**config.mk**
```make
export PLATFORM = sky130hd
export DESIGN_NAME = mc_datapath
export DESIGN_NICKNAME = d
export VERILOG_FILES = /design/src/rtl/mc_datapath.sv
export SDC_FILE = /design/constraint.sdc
export NUM_CORES = 2
export LEC_CHECK = 0
export BUFFER_PORTS_ARGS = -buffer_cell sky130_fd_sc_hd__buf_2
export CORE_MARGIN = 2
export CORE_UTILIZATION = 32
export DETAILED_ROUTE_END_ITERATION = 12
export PLACE_DENSITY = 0.46
export SKIP_LAST_GASP = 1
export SYNTH_ARGS = -nofsm -noshare
export SYNTH_HDL_FRONTEND = slang
export SYNTH_SLANG_ARGS = --single-unit
```
**constraint.sdc**
```tcl
create_clock -name clk -period 9.3 [get_ports clk]
set_clock_uncertainty 0.2 [all_clocks]
set_input_delay 1.395 -clock clk [delete_from_list [all_inputs] [get_ports clk]]
set_output_delay 1.395 -clock clk [all_outputs]
set_load 0.05 [all_outputs]
```
**src/rtl/mc_datapath.sv**
```systemverilog
`default_nettype none
// +------------------------------------------------------------------------+
// | Module   : mc_datapath                                                 |
// | Purpose  : Multi-cycle MIPS-subset core (add/sub/and/or/slt, lw, sw,   |
// |            beq, addi, j). One shared memory port with a req/ready      |
// |            handshake for fetch and data. Stalls on slow memory and     |
// |            halts on illegal opcode/funct.                              |
// | Ports    : clk, rst (async, active-low)                                |
// |            mem_req/mem_we/mem_addr/mem_wdata -> memory request         |
// |            mem_rdata/mem_ready <- memory response                      |
// |            pc_now (current PC), halted (1 while in HALT)               |
// | Options  : MC_DATAPATH_BNE_EN - adds bne (opcode 000101)               |
// | Revision : 1.0 - initial release                                       |
// +------------------------------------------------------------------------+
module mc_datapath #(
  parameter logic [31:0] RESET_PC = 32'h0000_0000,
  parameter int unsigned ADDR_W   = 32
) (
  input  logic              clk,
  input  logic              rst,
  output logic              mem_req,
  output logic              mem_we,
  output logic [ADDR_W-1:0] mem_addr,
  output logic [31:0]       mem_wdata,
  input  logic [31:0]       mem_rdata,
  input  logic              mem_ready,
  output logic [ADDR_W-1:0] pc_now,
  output logic              halted
);

  localparam logic [5:0] C_OP_RTYPE = 6'b000000;
  localparam logic [5:0] C_OP_LW    = 6'b100011;
  localparam logic [5:0] C_OP_SW    = 6'b101011;
  localparam logic [5:0] C_OP_BEQ   = 6'b000100;
  localparam logic [5:0] C_OP_ADDI  = 6'b001000;
  localparam logic [5:0] C_OP_J     = 6'b000010;
`ifdef MC_DATAPATH_BNE_EN
  localparam logic [5:0] C_OP_BNE   = 6'b000101;
`endif
  localparam logic [5:0] C_FN_ADD   = 6'b100000;
  localparam logic [5:0] C_FN_SUB   = 6'b100010;
  localparam logic [5:0] C_FN_AND   = 6'b100100;
  localparam logic [5:0] C_FN_OR    = 6'b100101;
  localparam logic [5:0] C_FN_SLT   = 6'b101010;

  typedef enum logic [3:0] {
    S_FETCH  = 4'd0,
    S_DECODE = 4'd1,
    S_MEMADR = 4'd2,
    S_MEMRD  = 4'd3,
    S_MEMWB  = 4'd4,
    S_MEMWR  = 4'd5,
    S_EXEC   = 4'd6,
    S_ALUWB  = 4'd7,
    S_BRANCH = 4'd8,
    S_ADDIEX = 4'd9,
    S_ADDIWB = 4'd10,
    S_JUMP   = 4'd11,
    S_HALT   = 4'd12
  } state_t;

  state_t      state_q, state_d;
  logic [31:0] pc_q, ir_q, a_q, b_q, alu_q, mdr_q;
  logic        mem_req_q, mem_we_q, halted_q;
  logic [31:0] rf_q [32];

  logic [5:0]  w_op, w_fn;
  logic [4:0]  w_rs, w_rt, w_rd;
  logic [31:0] w_sext;
  logic        w_xfer;
  logic [31:0] w_alu_res;
  logic        w_fn_ok;
  logic        w_take;
  logic        w_rf_we;
  logic [4:0]  w_rf_waddr;
  logic [31:0] w_rf_wdata;

  assign w_op   = ir_q[31:26];
  assign w_rs   = ir_q[25:21];
  assign w_rt   = ir_q[20:16];
  assign w_rd   = ir_q[15:11];
  assign w_fn   = ir_q[5:0];
  assign w_sext = {{16{ir_q[15]}}, ir_q[15:0]};
  // A transfer completes only while a request is actually outstanding.
  assign w_xfer = mem_req_q & mem_ready;

`ifdef MC_DATAPATH_BNE_EN
  assign w_take = (w_op == C_OP_BNE) ? (a_q != b_q) : (a_q == b_q);
`else
  assign w_take = (a_q == b_q);
`endif

  always_comb begin
    w_alu_res = '0;
    w_fn_ok   = 1'b1;
    case (w_fn)
      C_FN_ADD: w_alu_res = a_q + b_q;
      C_FN_SUB: w_alu_res = a_q - b_q;
      C_FN_AND: w_alu_res = a_q & b_q;
      C_FN_OR:  w_alu_res = a_q | b_q;
      C_FN_SLT: w_alu_res = {31'd0, ($signed(a_q) < $signed(b_q))};
      default:  w_fn_ok   = 1'b0;
    endcase
  end

  always_comb begin
    state_d = state_q;
    case (state_q)
      S_FETCH:  if (w_xfer) state_d = S_DECODE;
      S_DECODE: begin
        case (w_op)
          C_OP_RTYPE:        state_d = S_EXEC;
          C_OP_LW, C_OP_SW:  state_d = S_MEMADR;
          C_OP_BEQ:          state_d = S_BRANCH;
`ifdef MC_DATAPATH_BNE_EN
          C_OP_BNE:          state_d = S_BRANCH;
`endif
          C_OP_ADDI:         state_d = S_ADDIEX;
          C_OP_J:            state_d = S_JUMP;
          default:           state_d = S_HALT;
        endcase
      end
      S_MEMADR: state_d = (w_op == C_OP_LW) ? S_MEMRD : S_MEMWR;
      S_MEMRD:  if (w_xfer) state_d = S_MEMWB;
      S_MEMWR:  if (w_xfer) state_d = S_FETCH;
      S_EXEC:   state_d = w_fn_ok ? S_ALUWB : S_HALT;
      S_ADDIEX: state_d = S_ADDIWB;
      S_MEMWB, S_ALUWB, S_ADDIWB, S_BRANCH, S_JUMP: state_d = S_FETCH;
      default:  state_d = S_HALT;
    endcase
  end

  // Register-file write port, active only in the three write-back states.
  always_comb begin
    w_rf_we    = 1'b0;
    w_rf_waddr = w_rt;
    w_rf_wdata = alu_q;
    case (state_q)
      S_MEMWB:  begin w_rf_we = 1'b1; w_rf_wdata = mdr_q; end
      S_ALUWB:  begin w_rf_we = 1'b1; w_rf_waddr = w_rd; end
      S_ADDIWB: w_rf_we = 1'b1;
      default:  ;
    endcase
  end

  // Register file carries no reset; r0 is never written and reads as zero.
  always_ff @(posedge clk) begin
    if (w_rf_we && (w_rf_waddr != 5'd0)) rf_q[w_rf_waddr] <= w_rf_wdata;
  end

  // Memory-port controls are registered from the next state so they are
  // valid from the first cycle of each request state.
  always_ff @(posedge clk or negedge rst) begin
    if (!rst) begin
      state_q   <= S_FETCH;
      pc_q      <= RESET_PC;
      ir_q      <= '0;
      a_q       <= '0;
      b_q       <= '0;
      alu_q     <= '0;
      mdr_q     <= '0;
      mem_req_q <= 1'b0;
      mem_we_q  <= 1'b0;
      halted_q  <= 1'b0;
    end else begin
      state_q   <= state_d;
      mem_req_q <= (state_d == S_FETCH) || (state_d == S_MEMRD) || (state_d == S_MEMWR);
      mem_we_q  <= (state_d == S_MEMWR);
      halted_q  <= (state_d == S_HALT);
      case (state_q)
        S_FETCH: if (w_xfer) begin
          ir_q <= mem_rdata;
          pc_q <= pc_q + 32'd4;
        end
        S_DECODE: begin
          a_q   <= (w_rs == 5'd0) ? 32'd0 : rf_q[w_rs];
          b_q   <= (w_rt == 5'd0) ? 32'd0 : rf_q[w_rt];
          alu_q <= pc_q + {w_sext[29:0], 2'b00};
        end
        S_MEMADR, S_ADDIEX: alu_q <= a_q + w_sext;
        S_MEMRD:  if (w_xfer) mdr_q <= mem_rdata;
        S_EXEC:   alu_q <= w_alu_res;
        S_BRANCH: if (w_take) pc_q <= alu_q;
        S_JUMP:   pc_q <= {pc_q[31:28], ir_q[25:0], 2'b00};
        default:  ;
      endcase
    end
  end

  assign mem_req   = mem_req_q;
  assign mem_we    = mem_we_q;
  assign mem_addr  = (state_q == S_FETCH) ? pc_q[ADDR_W-1:0] : alu_q[ADDR_W-1:0];
  assign mem_wdata = b_q;
  assign pc_now    = pc_q[ADDR_W-1:0];
  assign halted    = halted_q;

endmodule
`default_nettype wire

```
==> impl_metrics.ini <==
[placement]
gp_congestion = 0.957
dp_hpwl_mm = 153
portBuffers = 133
dpl_cell_area_sq_mm = 0.0691
dp_slack_ns = 3.97

[yosys]
avgSynthCellArea_sq_um = 14.4
synth_cell_types = 105
netlist_instances = 4507
ys_seq_area_frac = 0.550
ys.flop_type = edfxtp_1
async_reset_ff_frac = 0.163
synth_area_sq_mm = 0.0650
synth-seq-cells = 1223
synth_edf_count = 1024
yosysWarnings = 0

[timing]
finalCritPeriodShare = 0.587
layout_setup_ws_ns = 3.84
worst_pin_slew_ns = 1.17
whs_ns = 0.306
rsz0062_at_grt = no
setup_viol = 0
maxSlewViolCount = 0
tns_ns = 0
maxSlewHeadroom = 0.201
final-hold-violation-count = 0
final.min_clock_period_ns = 5.46
timing.fmax_ghz = 0.183

[worst_setup_path]
cp_max_fo = 36
r2r_start = mem_wdata[30]$_DFFE_PN0P_
r2r_slack_ns = 3.84
r2r_cells = 9
start_kind = flop
crit_required_ns = 9.77
setup.worst_path.class = reg2reg
crit_arrival_ns = 5.94
reg2reg_to = ir_q[23]$_DFFE_PN0P_
endpoint_kind = flop

[clocking]
postCtsSetupBuffers = 0
cts_inserted_buffers = 141
ctsHoldBuffers = 0
cts.sinks = 1223
root_buffer = clkbuf_16
cts_resized = 0
max-clock-path-buffers = 3
insertion_delay_ns = 0.82
htreeDepth = 4
cts_tree = yes
clk_pin_slew_worst_paths_ns = 0.06

[floorplanning]
die-area_sq_mm = 0.207
dieHeight_microns = 455
core_area_sq_mm = 0.202
io_pins = 134
die_w_microns = 455
rows = 165
initial_core_util = 0.322

[detailed_routing]
first_iter_violations = 4457
routed_wl_mm = 247
post-route-drc-count = 0
drtAntennaViolNets = 0
viasPerCell = 5.95
routedWlPerCell_microns = 33.4
drt-pass1-iter-count = 7
vias = 43985

[cells_and_area]
layout_commonest_cell = edfxtp_1
area_growth_pct = 13.4
nets = 4810
n_antenna_cell = 0
stdcell_area_sq_mm = 0.0737
most-common-layout-cells = edfxtp_1 (1024), mux4_2 (451), a21oi_1 (321)
drive_above_1_share = 0.249

[grt]
grt_pass1_vias = 43313
grt_pass1_wl_mm = 345
antenna_found_initial = 13
overflow = 0
grt_max_degree = 122
grt_usage = 0.236

[hold_path]
hold_depth = 1
worstHoldStart = mdr_q[14]$_DFFE_PN0P_
min_path_type = reg2reg
min_to = mdr_q[14]$_DFFE_PN0P_

[power_and_ir_drop]
p_total_mw = 30.0
power_leakage_nw = 25.2
power.density_mw_per_mm2 = 407
peakVddDrop_uv = 281

[job]
drv_cap = 0

[run_status]
outcome = finished clean
kinds of logic after synthesis:
| logic type | after synthesis | share of synthesized area |
|---|---|---|
| simple gates | 666 | 0.0508 |
| compound gates | 1067 | 0.104 |
| other cells | 1 | 0.0000577 |
| buf+inv | 432 | 0.0273 |
| fa+ha+maj | 169 | 0.0330 |
| mux | 877 | 0.225 |
| flops | 1223 | 0.550 |
| xor+xnor | 72 | 0.00970 |
Yosys cell counts (all sizes together), types with 9 or more instances:
cell type / instances / area (sq um)
nor3: 95 / 490
a31oi: 27 / 184
xor2: 18 / 158
dfrtp: 199 / 4980
buf: 118 / 589
and3: 21 / 141
and2: 13 / 82.6
nor3b: 11 / 82.6
o22ai: 143 / 895
nand4: 17 / 121
mux2: 188 / 2120
nor2: 215 / 828
o21ai: 239 / 1200
mux4: 451 / 10200
nor2b: 17 / 106
a211o: 9 / 78.8
a221oi: 29 / 267
o21bai: 14 / 105
nor4: 18 / 188
mux2i: 238 / 2380
clkbuf: 191 / 721
ha: 165 / 2060
o21a: 10 / 75.1
a2111oi: 11 / 129
nand2b: 24 / 150
o211ai: 18 / 135
o221ai: 80 / 713
or2: 10 / 62.6
nand3: 39 / 200
inv: 122 / 458
xnor2: 54 / 473
edfxtp: 1024 / 30700
a21o: 33 / 248
a211oi: 30 / 230
nand2: 154 / 583
a21oi: 324 / 1630
o31ai: 23 / 183
area by class of cell:
type / count / area [sq um]
Fill cell: 19057 / 128000
Sequential cell: 1223 / 35800
Multi-Input combinational cell: 2883 / 28000
Clock buffer: 176 / 3750
Tap cell: 2672 / 3340
Timing Repair Buffer: 234 / 1550
Clock inverter: 84 / 862
Inverter: 123 / 462
per-layer routing:
metal,up-vias,GRT usage,part of all wire
met1,23398,0.328,0.43
met5,-,0,0.00011
met3,331,0.0340,0.062
met4,4,0.0875,0.038
met2,1841,0.375,0.47
li1,18411,-,-
metrics by stage:
stage | utilization | std cells
after global placement | 0.342 | 7134
after floorplan | - | 4538
after CTS | 0.365 | 7395
final | 0.365 | 7395
after global routing | 0.365 | 7395
after detailed placement | 0.342 | 7135
worst max-delay path by stage:
stage,from,to,slack [ns],cells after the start
after floorplan,state_q[0]$_DFF_PN0_,rf_q[4][0]$_DFFE_PP_,4.66,7
after global placement,mem_wdata[30]$_DFFE_PN0P_,ir_q[23]$_DFFE_PN0P_,3.99,9
after detailed placement,mem_wdata[30]$_DFFE_PN0P_,ir_q[11]$_DFFE_PN0P_,3.97,9
after CTS,mem_wdata[30]$_DFFE_PN0P_,ir_q[23]$_DFFE_PN0P_,3.96,9
after global routing,mem_wdata[30]$_DFFE_PN0P_,ir_q[11]$_DFFE_PN0P_,3.85,9
final,mem_wdata[30]$_DFFE_PN0P_,ir_q[23]$_DFFE_PN0P_,3.84,9
worst max-delay path, stage by stage (launching register included):
cell and delay (ns):
dfrtp_1 0.62, inv_1 0.32, ha_1 0.45, nor3_1 0.89, nand3_1 0.15, nor4_1 0.88
o21ai_1 0.19, or4_4 0.58, nor2_8 0.62, mux2_2 0.41
power breakdown:
part / leakage (nW) / switching (mW) / internal, mW
Sequential: 11.7 / 1.13 / 7.41
Clock: 2.24 / 2.42 / 3.16
Combinational: 11.2 / 10.3 / 5.59
Total: 25.2 / 13.8 / 16.2
state kept, by name (all words and copies together) (netlist names):
signal,flops
rf_q,1024
ir_q,32
mem_wdata,32
mem_we,1
pc_now,32
halted,1
alu_q,32
mem_req,1
state_q,4
a_q,32
mdr_q,32
Power figures use the tool's default switching activity.
